==> config.mk <==
export PLATFORM = sky130hd
export DESIGN_NAME = lcd16x2_bus_receiver_flat
export DESIGN_NICKNAME = d
export VERILOG_FILES = /design/src/rtl/lcd16x2_pkg.sv /design/src/rtl/lcd16x2_bus_receiver_if.sv /design/src/rtl/lcd16x2_input_sync.sv /design/src/rtl/lcd16x2_bus_receiver.sv /design/src/flat_wrapper.sv
export SDC_FILE = /design/constraint.sdc
export NUM_CORES = 1
export LEC_CHECK = 0
export BUFFER_PORTS_ARGS = -buffer_cell sky130_fd_sc_hd__buf_2
export CORE_ASPECT_RATIO = 0.7
export CORE_UTILIZATION = 30
export DETAILED_ROUTE_END_ITERATION = 7
export PLACE_DENSITY = 0.46
export SYNTH_ARGS = -nofsm -noshare
export SYNTH_HDL_FRONTEND = slang
export SYNTH_HIERARCHICAL = 1
export SYNTH_SLANG_ARGS = --single-unit
==> constraint.sdc <==
create_clock -name clk_i -period 4 [get_ports clk_i]
set_input_delay 0.4 -clock clk_i [delete_from_list [all_inputs] [get_ports clk_i]]
set_output_delay 0.4 -clock clk_i [all_outputs]
set_load 0.02 [all_outputs]
==> src/rtl/lcd16x2_pkg.sv <==
// Shared constants, instruction classes and cursor-stepping helper for the
// 16x2 LCD bus receiver.
package lcd16x2_pkg;

  localparam int NUM_CELLS = 32;

  localparam logic [6:0] LINE1_BASE = 7'h00;
  localparam logic [6:0] LINE2_BASE = 7'h40;
  localparam logic [6:0] LINE_LAST  = 7'h27;

  localparam logic [7:0] BLANK_CHAR = 8'h20;

  localparam logic [7:0] OP_SET_DDRAM = 8'h80;
  localparam logic [7:0] OP_SET_CGRAM = 8'h40;
  localparam logic [7:0] OP_FUNC_SET  = 8'h20;
  localparam logic [7:0] OP_SHIFT     = 8'h10;
  localparam logic [7:0] OP_DISPLAY   = 8'h08;
  localparam logic [7:0] OP_ENTRY     = 8'h04;
  localparam logic [7:0] OP_HOME      = 8'h02;
  localparam logic [7:0] OP_CLEAR     = 8'h01;

  typedef enum logic [3:0] {
    INSTR_NOP,
    INSTR_CLEAR,
    INSTR_HOME,
    INSTR_ENTRY,
    INSTR_DISPLAY,
    INSTR_SHIFT,
    INSTR_FUNC_SET,
    INSTR_SET_CGRAM,
    INSTR_SET_DDRAM
  } instr_e;

  // The highest set bit selects the instruction; lower bits are operands.
  function automatic instr_e decode_instr(input logic [7:0] b);
    instr_e kind;
    if      ((b & OP_SET_DDRAM) != 8'h00) kind = INSTR_SET_DDRAM;
    else if ((b & OP_SET_CGRAM) != 8'h00) kind = INSTR_SET_CGRAM;
    else if ((b & OP_FUNC_SET)  != 8'h00) kind = INSTR_FUNC_SET;
    else if ((b & OP_SHIFT)     != 8'h00) kind = INSTR_SHIFT;
    else if ((b & OP_DISPLAY)   != 8'h00) kind = INSTR_DISPLAY;
    else if ((b & OP_ENTRY)     != 8'h00) kind = INSTR_ENTRY;
    else if ((b & OP_HOME)      != 8'h00) kind = INSTR_HOME;
    else if ((b & OP_CLEAR)     != 8'h00) kind = INSTR_CLEAR;
    else                                  kind = INSTR_NOP;
    return kind;
  endfunction

  // Line ends wrap between the two DDRAM lines; 0x7F rolls over to 0x00.
  function automatic logic [6:0] step_cursor(input logic [6:0] addr, input logic inc);
    logic [6:0] nxt;
    if (inc) begin
      if (addr == LINE_LAST)                   nxt = LINE2_BASE;
      else if (addr == (LINE2_BASE + LINE_LAST)) nxt = LINE1_BASE;
      else                                     nxt = addr + 7'd1;
    end else begin
      if (addr == LINE1_BASE)      nxt = LINE2_BASE + LINE_LAST;
      else if (addr == LINE2_BASE) nxt = LINE_LAST;
      else                         nxt = addr - 7'd1;
    end
    return nxt;
  endfunction

endpackage

==> src/rtl/lcd16x2_bus_receiver_if.sv <==
// LCD parallel write bus (RS, E, 8-bit data) as driven by an LCD driver.
interface lcd16x2_bus_receiver_if;

  logic       lcd_rs_i;
  logic       lcd_e_i;
  logic [7:0] lcd_databus_i;

  modport master (output lcd_rs_i, lcd_e_i, lcd_databus_i);
  modport slave  (input  lcd_rs_i, lcd_e_i, lcd_databus_i);

endinterface

==> src/rtl/lcd16x2_input_sync.sv <==
// SYNC_STAGES-deep synchronizer for the 10 LCD bus bits with E falling-edge
// detect; the captured RS/data are the values seen in the last E-high cycle.
module lcd16x2_input_sync #(
  parameter int SYNC_STAGES = 2
) (
  input  logic       clk_i,
  input  logic       rst_i,
  input  logic       rs_i,
  input  logic       e_i,
  input  logic [7:0] data_i,
  output logic       e_high_o,
  output logic       e_fall_o,
  output logic       rs_o,
  output logic [7:0] data_o
);

  logic [9:0]             stage_q [SYNC_STAGES];
  logic [SYNC_STAGES-1:0] fill_q;
  logic [9:0]             prev_q;
  logic                   armed_q;
  logic                   sync_e;

  assign sync_e = stage_q[SYNC_STAGES-1][9];

  // Edges are only honoured once a genuine low E has passed through the
  // chain after reset, so a pulse already in flight at reset is dropped.
  always_ff @(posedge clk_i) begin
    if (rst_i) begin
      for (int s = 0; s < SYNC_STAGES; s++) stage_q[s] <= '0;
      fill_q  <= '0;
      prev_q  <= '0;
      armed_q <= 1'b0;
    end else begin
      stage_q[0] <= {e_i, rs_i, data_i};
      for (int s = 1; s < SYNC_STAGES; s++) stage_q[s] <= stage_q[s-1];
      fill_q <= {fill_q[SYNC_STAGES-2:0], 1'b1};
      prev_q <= stage_q[SYNC_STAGES-1];
      if (fill_q[SYNC_STAGES-1] && !sync_e) armed_q <= 1'b1;
    end
  end

  assign e_high_o = armed_q & sync_e;
  assign e_fall_o = armed_q & prev_q[9] & ~sync_e;
  assign rs_o     = prev_q[8];
  assign data_o   = prev_q[7:0];

endmodule

==> src/rtl/lcd16x2_bus_receiver.sv <==
// HD44780-style bus receiver keeping a 32-cell shadow of visible DDRAM.
// Optional E-width check enabled by defining LCD_RX_TIMING_CHECK_EN.
module lcd16x2_bus_receiver
  import lcd16x2_pkg::*;
#(
  parameter int SYNC_STAGES       = 2,
  parameter int MIN_E_HIGH_CYCLES = 29
) (
  input  logic                  clk_i,
  input  logic                  rst_i,
  lcd16x2_bus_receiver_if.slave bus,
  output logic                  byte_valid_o,
  output logic [7:0]            byte_o,
  output logic                  rs_o,
  output logic [6:0]            cursor_addr_o,
  output logic                  entry_inc_o,
  output logic                  display_on_o,
  input  logic [4:0]            rd_addr_i,
  output logic [7:0]            rd_char_o,
  output logic                  timing_err_o
);

  logic       e_high;
  logic       e_fall;
  logic       cap_rs;
  logic [7:0] cap_data;
  logic [7:0] cells [NUM_CELLS];
  logic       cell_hit;
  logic [4:0] cell_idx;

  lcd16x2_input_sync #(.SYNC_STAGES(SYNC_STAGES)) u_sync (
    .clk_i    (clk_i),
    .rst_i    (rst_i),
    .rs_i     (bus.lcd_rs_i),
    .e_i      (bus.lcd_e_i),
    .data_i   (bus.lcd_databus_i),
    .e_high_o (e_high),
    .e_fall_o (e_fall),
    .rs_o     (cap_rs),
    .data_o   (cap_data)
  );

  // Only 0x00-0x0F and 0x40-0x4F map onto visible cells.
  always_comb begin
    cell_hit = (cursor_addr_o[6:4] == 3'b000) || (cursor_addr_o[6:4] == 3'b100);
    cell_idx = {cursor_addr_o[6], cursor_addr_o[3:0]};
  end

  always_ff @(posedge clk_i) begin
    if (rst_i) begin
      for (int i = 0; i < NUM_CELLS; i++) cells[i] <= BLANK_CHAR;
      cursor_addr_o <= LINE1_BASE;
      entry_inc_o   <= 1'b1;
      display_on_o  <= 1'b0;
      byte_o        <= 8'h00;
      rs_o          <= 1'b0;
      byte_valid_o  <= 1'b0;
      rd_char_o     <= BLANK_CHAR;
    end else begin
      byte_valid_o <= e_fall;
      rd_char_o    <= cells[rd_addr_i];
      if (e_fall) begin
        byte_o <= cap_data;
        rs_o   <= cap_rs;
        if (cap_rs) begin
          if (cell_hit) cells[cell_idx] <= cap_data;
          cursor_addr_o <= step_cursor(cursor_addr_o, entry_inc_o);
        end else begin
          case (decode_instr(cap_data))
            INSTR_SET_DDRAM: cursor_addr_o <= cap_data[6:0];
            INSTR_DISPLAY:   display_on_o  <= cap_data[2];
            INSTR_ENTRY:     entry_inc_o   <= cap_data[1];
            INSTR_HOME:      cursor_addr_o <= LINE1_BASE;
            INSTR_CLEAR: begin
              for (int i = 0; i < NUM_CELLS; i++) cells[i] <= BLANK_CHAR;
              cursor_addr_o <= LINE1_BASE;
              entry_inc_o   <= 1'b1;
            end
            default: ;
          endcase
        end
      end
    end
  end

`ifdef LCD_RX_TIMING_CHECK_EN
  localparam int CNT_W = $clog2(MIN_E_HIGH_CYCLES + 1);

  logic [CNT_W-1:0] e_high_cnt;
  logic             timing_err_q;

  // Width counter saturates at the minimum; a short pulse still gets captured.
  always_ff @(posedge clk_i) begin
    if (rst_i) begin
      e_high_cnt   <= '0;
      timing_err_q <= 1'b0;
    end else begin
      if (e_high) begin
        if (e_high_cnt != CNT_W'(MIN_E_HIGH_CYCLES)) e_high_cnt <= e_high_cnt + CNT_W'(1);
      end else begin
        e_high_cnt <= '0;
      end
      if (e_fall && (e_high_cnt < CNT_W'(MIN_E_HIGH_CYCLES))) timing_err_q <= 1'b1;
    end
  end

  assign timing_err_o = timing_err_q;
`else
  assign timing_err_o = 1'b0;
`endif

endmodule

==> src/flat_wrapper.sv <==
// flat-port wrapper written by rule: the top's interface ports become plain ports
module lcd16x2_bus_receiver_flat import lcd16x2_pkg::*;
#(
  parameter int SYNC_STAGES       = 2,
  parameter int MIN_E_HIGH_CYCLES = 29
)
  (clk_i, rst_i, byte_valid_o, byte_o, rs_o, cursor_addr_o, entry_inc_o, display_on_o, rd_addr_i, rd_char_o, timing_err_o, bus_lcd_rs_i, bus_lcd_e_i, bus_lcd_databus_i);
  lcd16x2_bus_receiver_if bus_i ();
  input  logic clk_i;
  input  logic rst_i;
  output logic byte_valid_o;
  output logic [7:0] byte_o;
  output logic rs_o;
  output logic [6:0] cursor_addr_o;
  output logic entry_inc_o;
  output logic display_on_o;
  input  logic [4:0] rd_addr_i;
  output logic [7:0] rd_char_o;
  output logic timing_err_o;
  input wire logic [$bits(bus_i.lcd_rs_i)-1:0] bus_lcd_rs_i;
  input wire logic [$bits(bus_i.lcd_e_i)-1:0] bus_lcd_e_i;
  input wire logic [$bits(bus_i.lcd_databus_i)-1:0] bus_lcd_databus_i;
  assign bus_i.lcd_rs_i = bus_lcd_rs_i;
  assign bus_i.lcd_e_i = bus_lcd_e_i;
  assign bus_i.lcd_databus_i = bus_lcd_databus_i;
  lcd16x2_bus_receiver #(.SYNC_STAGES(SYNC_STAGES), .MIN_E_HIGH_CYCLES(MIN_E_HIGH_CYCLES)) u_core (.clk_i(clk_i), .rst_i(rst_i), .bus(bus_i), .byte_valid_o(byte_valid_o), .byte_o(byte_o), .rs_o(rs_o), .cursor_addr_o(cursor_addr_o), .entry_inc_o(entry_inc_o), .display_on_o(display_on_o), .rd_addr_i(rd_addr_i), .rd_char_o(rd_char_o), .timing_err_o(timing_err_o));
endmodule
# After elaboration in Yosys (flattened, before gate mapping)
# Memories as Yosys holds them, arrays and structs flattened. A register that Yosys moved wholly into a read port is not among the register bits.
# Cells that the tools add are included.
word_totals:
  in_bits: 17
  memories: 2
  mem_bits_rw: 276
  output_inout_bits: 28
  ff_bits: 32
  wordCells: 143
op_classes:
  reduce_logical: 12
  eq_ne: 9
  bitwise_logic: 38
  n_mux: 70
  n_addsub: 2
mem_list:
  columns: ["name", "depth", "word_bits", "rd", "rd_clocked_by_memory_dff", "write_ports", "line_no", "rtl"]
  rows:
  - ["u_core.cells", 32, 8, 1, 1, 32, "lcd16x2_bus_receiver.sv:27", "logic [7:0] cells [NUM_CELLS];"]
  - ["u_core.u_sync.stage_q", 2, 10, 2, 0, 2, "lcd16x2_input_sync.sv:17", "logic [9:0] stage_q [SYNC_STAGES];"]
op_table:
  columns: ["op", "n"]
  rows:
  - ["two-way mux 8 bit", 33]
  - ["two-way mux 7 bit", 6]
  - ["two-way mux 4 bit", 10]
  - ["OR 1 bit", 34]
  - ["two-way mux 10 bit", 2]
  - ["two-way mux 1 bit", 16]
  - ["equality test 7 bit, second input constant", 2]
  - ["one-hot mux 7 bit (2 select lines)", 1]
  - ["equality test 4 x 2 -> 1 bit, second input constant", 2]
  - ["OR reduction 8 bit", 1]
  - ["adder 7 x 1 -> 7 bit, second input constant", 1]
  - ["equality test 7 x 6 -> 1 bit, second input constant", 1]
  - ["zero test 7 bit", 1]
  - ["subtractor 7 x 1 -> 7 bit, second input constant", 1]
  - ["AND reduction 3 bit", 2]
  - ["two-way mux 5 bit", 1]
  - ["equality test 4 x 1 -> 1 bit, second input constant", 1]
  - ["equality test 4 x 3 -> 1 bit, second input constant", 1]
  - ["equality test 4 bit, second input constant", 1]
  - ["equality test 3 bit, second input constant", 1]
  - ["zero test 3 bit", 1]
  - ["nonzero test 3 bit", 1]
  - ["AND 1 bit", 2]
  - ["inverter 1 bit", 2]
  - ["7 further kinds", 7]

# Longest topological paths before layout
logic_depth:
  depth_word: 19
  depth_mapped: 9
  depth_no_buf: 7

# Hierarchy
# The synthesis kept the hierarchy.
modules_own_cells:
  columns: ["module", "area_per_inst_um2", "seq_area_each_um2", "instances", "cells_per_inst"]
  rows:
  - ["lcd16x2_bus_receiver", 13277.7, 8227.9, 1, 947]
  - ["lcd16x2_input_sync", 963.4, 660.6, 1, 81]

# Worst setup path after synthesis
# No wires, ideal clock.
synth_timing:
  path_kind: "reg-to-reg"
  from: "register u_core.u_sync.armed_q"
  to: "memory u_core.cells[12][0], enable pin"
  n_path_buf: 3
  arrival_ps: 2123
  setup_time_ps: 384
  required_ps: 3616
  path_stages_with_launch: 10
  period_less_slack_ps: 2507
  slack_ps: 1493
  path_cell_list: "dfxtp_1 nand2_1 nor2_1 buf_2 nand2_1 nor4_2 nand2_1 buf_2 clkbuf_1 o21ai_0"
synth_rtl:
  columns: ["element", "line_no", "rtl"]
  rows:
  - ["start, declared", "lcd16x2_input_sync.sv:20", "logic armed_q;"]
  - ["start signal, assigned", "lcd16x2_input_sync.sv:32", "armed_q <= 1'b0;"]
  - ["start signal, assigned", "lcd16x2_input_sync.sv:38", "if (fill_q[SYNC_STAGES-1] && !sync_e) armed_q <= 1'b1;"]
  - ["end, declared", "lcd16x2_bus_receiver.sv:27", null]

==> run_results.csv <==
group,metric,value,unit
run_status,run_status,"finished, final reports clean",
setup_path,critical_path_peak_fanout,16,
setup_path,cp.required,4120,ps
routing,final_routed_wirelength,36.94,mm
sta,setup_viol_count_final,0,
clock_network,cts_buffers,35,
cells_and_area,final_cells,1696,
placed_design,detailedPlacementHpwl,24.01,mm
routing,viasPerCell,4.851,
setup_path,worstPathBufferInverterCount,1,
clock_network,cts_tree,"built",
pwr,power.share.combinational,5.3,%
pwr,irDropWorstVdd,0.2867,mV
grt,grt_residual_overflow,0,
routing,drt_iter0_markers,527,
pwr,power_switching_share,21.47,%
floorplan,die-area,48340,um^2
sta,fin_ws,992.5,ps
yosys,postSynthNetCount,1048,
pwr,finalPower,7429,uW
clock_network,cts.htree.levels,2,
sta,fin_setup_tns,0,ps
pwr,clockPowerShare,45.2,%
clock_network,insertion_delay,520,ps
placed_design,place_inst,1633,
placed_design,pre_cts_ws,974.2,ps
pwr,internal_power,5833,uW
cells_and_area,post_route_cells_drive_above_1_share,20.39,%
floorplan,core.rowCount,66,
placed_design,numPortBuffers,43,
flow_run,drv.max_cap_violation_count,0,
hold_path,min-delay-path-class,"in -> reg",
floorplan,design.portCount,45,
yosys,syn_area,14230,um^2
setup_path,critical_path.slowest_cell,"sky130_fd_sc_hd__o21ai_0",
sta,drv_slew,0,
floorplan,floorplan.initialDensity,30.51,%
pwr,power.static_leakage,0.005641,uW
sta,rsz0062_at_grt,"no",
setup_path,worstSetupPathType,"reg -> reg",
routing,detail_route.first_pass.iterations,5,
setup_path,critical_path.endpoint_type,"flip-flop",
sta,timing.final.crit_period,3008,ps
clock_network,clock_tree.root_cell,"sky130_fd_sc_hd__clkbuf_16",
floorplan,core,46660,um^2
floorplan,die-height,184.3,um
setup_path,path_cells,"nand2_1 -> nor4_2 -> nand2_1 -> buf_4 -> o21ai_0",
pwr,netsw,1595,uW
clock_network,postCtsHoldBufs,0,
pwr,pwr_density_cell,454.4,nW/um^2
setup_path,timing.critical_path.from_type,"flip-flop",
sta,maxSlewHeadroom,20.92,%
clock_network,numClockSinks,316,
grt,first_pass_grt_wire_length,55.89,mm
setup_path,critPathMostFrequentCell,"sky130_fd_sc_hd__nand2_1",
clock_network,clk_path_buf_depth,3,
routing,antenna_violating_nets_post_route,0,
pwr,power.share.sequential,49.4,%
sta,hold_slack,85.77,ps
floorplan,die-width,262.4,um
clock_network,cts_repair_resize_count,0,
setup_path,critical_path_arrival,3130,ps
sta,fin_crit_sh,75.19,%
grt,vias_in_the_first_global_route,8359,
sta,timing.clock.skew,17.88,ps
setup_path,cp_slowest_stage_delay,920,ps
yosys,synth.yosys.warnings,6,
grt,grt_util_all_layers,15.62,%
sta,tightest_pin_transition,1174,ps
sta,report.final.hold_viol_count,0,
routing,remaining_routing_drc_violations,0,
yosys,syn-mean-instance-area,13.86,um^2
routing,routed-via-count,8227,
grt,grt_antenna_before_repair,1,
placed_design,gpl.final_weighted_congestion,0.7828,
setup_path,crit_family,"compound AO/OA/AOI/OAI gates",
cells_and_area,finalNetCount,1079,
grt,maximum_number_of_pins_on_one_net_before_global_route_repair,60,
sta,upper_clock_frequency_limit,332.5,MHz
cells_and_area,antenna_cells_inserted,0,
clock_network,post_cts_buffers,0,
routing,avgRoutedWirePerCell,21.78,um
clock_network,worst_setup_hold_path_clk_slew,60,ps
yosys,synth_cells,1027,
cells_and_area,syn2layout_area_growth,14.84,%
==> area by class of cell <==
type / count / area, um^2
Multi-Input combinational cell: 604 / 4857
Timing Repair Buffer: 94 / 603.1
Sequential cell: 316 / 8889
Clock inverter: 10 / 96.34
Tap cell: 612 / 765.7
Inverter: 7 / 26.28
Fill cell: 4456 / 30310
Clock buffer: 53 / 1110
==> power by group through the flow <==
stage	Clock (uW)	Combinational, uW	Sequential [uW]
after global placement	0	401	3740
after global routing	3580	427	3680
after floorplan	0	251	3730
after detailed placement	0	402	3740
after CTS	3450	403	3670
final	3360	397	3670
==> final timing paths <==
| path | startpoint | endpoint | slack, ps | cells past startpoint |
|---|---|---|---|---|
| hold / removal | bus_lcd_databus_i[2] | u_core/u_sync/stage_q[0][2]$_SDFF_PP0_ | 90 | 2 |
| setup reg to reg | u_core/u_sync/prev_q[8]$_SDFF_PP0_ | u_core/cells[4][6]$_SDFFCE_PN0P_ | 990 | 5 |
| hold reg to reg | u_core/u_sync/stage_q[0][17]$_SDFF_PP0_ | u_core/u_sync/prev_q[7]$_SDFF_PP0_ | 430 | 1 |
| setup / recovery | u_core/u_sync/prev_q[8]$_SDFF_PP0_ | u_core/cells[4][6]$_SDFFCE_PN0P_ | 990 | 5 |
==> state kept, by name, summed over array words and instances, names as in the netlist <==
signal and count:
u_core/byte_o 8, u_core/byte_valid_o 1, u_core/cells 256, u_core/cursor_addr_o 7
u_core/display_on_o 1, u_core/entry_inc_o 1, u_core/rd_char_o 8, u_core/rs_o 1
u_core/u_sync/armed_q 1, u_core/u_sync/fill_q 2, u_core/u_sync/prev_q 10, u_core/u_sync/stage_q 20
==> cell usage in the layout, fill, tap and decap left out, drive strengths merged, types with 2 or more instances in the layout <==
master and instances:
mux2i 35, a31oi 5, ha 4, nor4 3, nor2b 42, nor3 33
a311oi 2, nand3 5, buf 94, and2 193, a221oi 10, nand2 16
o21a 2, nand3b 3, nand2b 4, nor2 60, clkinv 8, a221o 8
inv 7, mux4 64, bufinv 2, a22oi 2, xnor2 2, dfxtp 60
o21ai 37, clkbuf 53, mux2 4, a21oi 17, or3 33, edfxtp 256
==> metal layers <==
layer	track usage (%)	up-vias	share of wire, %
met4	3.506	0	1.6
met3	3.073	46	5.1
met1	24.28	4213	52
met2	22.05	145	42
met5	0	-	0
li1	-	3823	-
==> worst register-to-register path: cells and delay by family (launching register included) <==
| family | cells | cell delay, ps |
|---|---|---|
| compound gates | 1 | 930 |
| simple gates | 3 | 800 |
| buf+inv | 1 | 230 |
| flops | 1 | 650 |
==> metrics by stage <==
stage | instance area, um^2 | util (%)
after CTS | 16350 | 35.04
after global routing | 16350 | 35.04
after global placement | 15140 | 32.45
after detailed placement | 15140 | 32.45
final | 16350 | 35.04
after floorplan | 14230 | -
No activity file was read; power rests on OpenSTA's default activity.
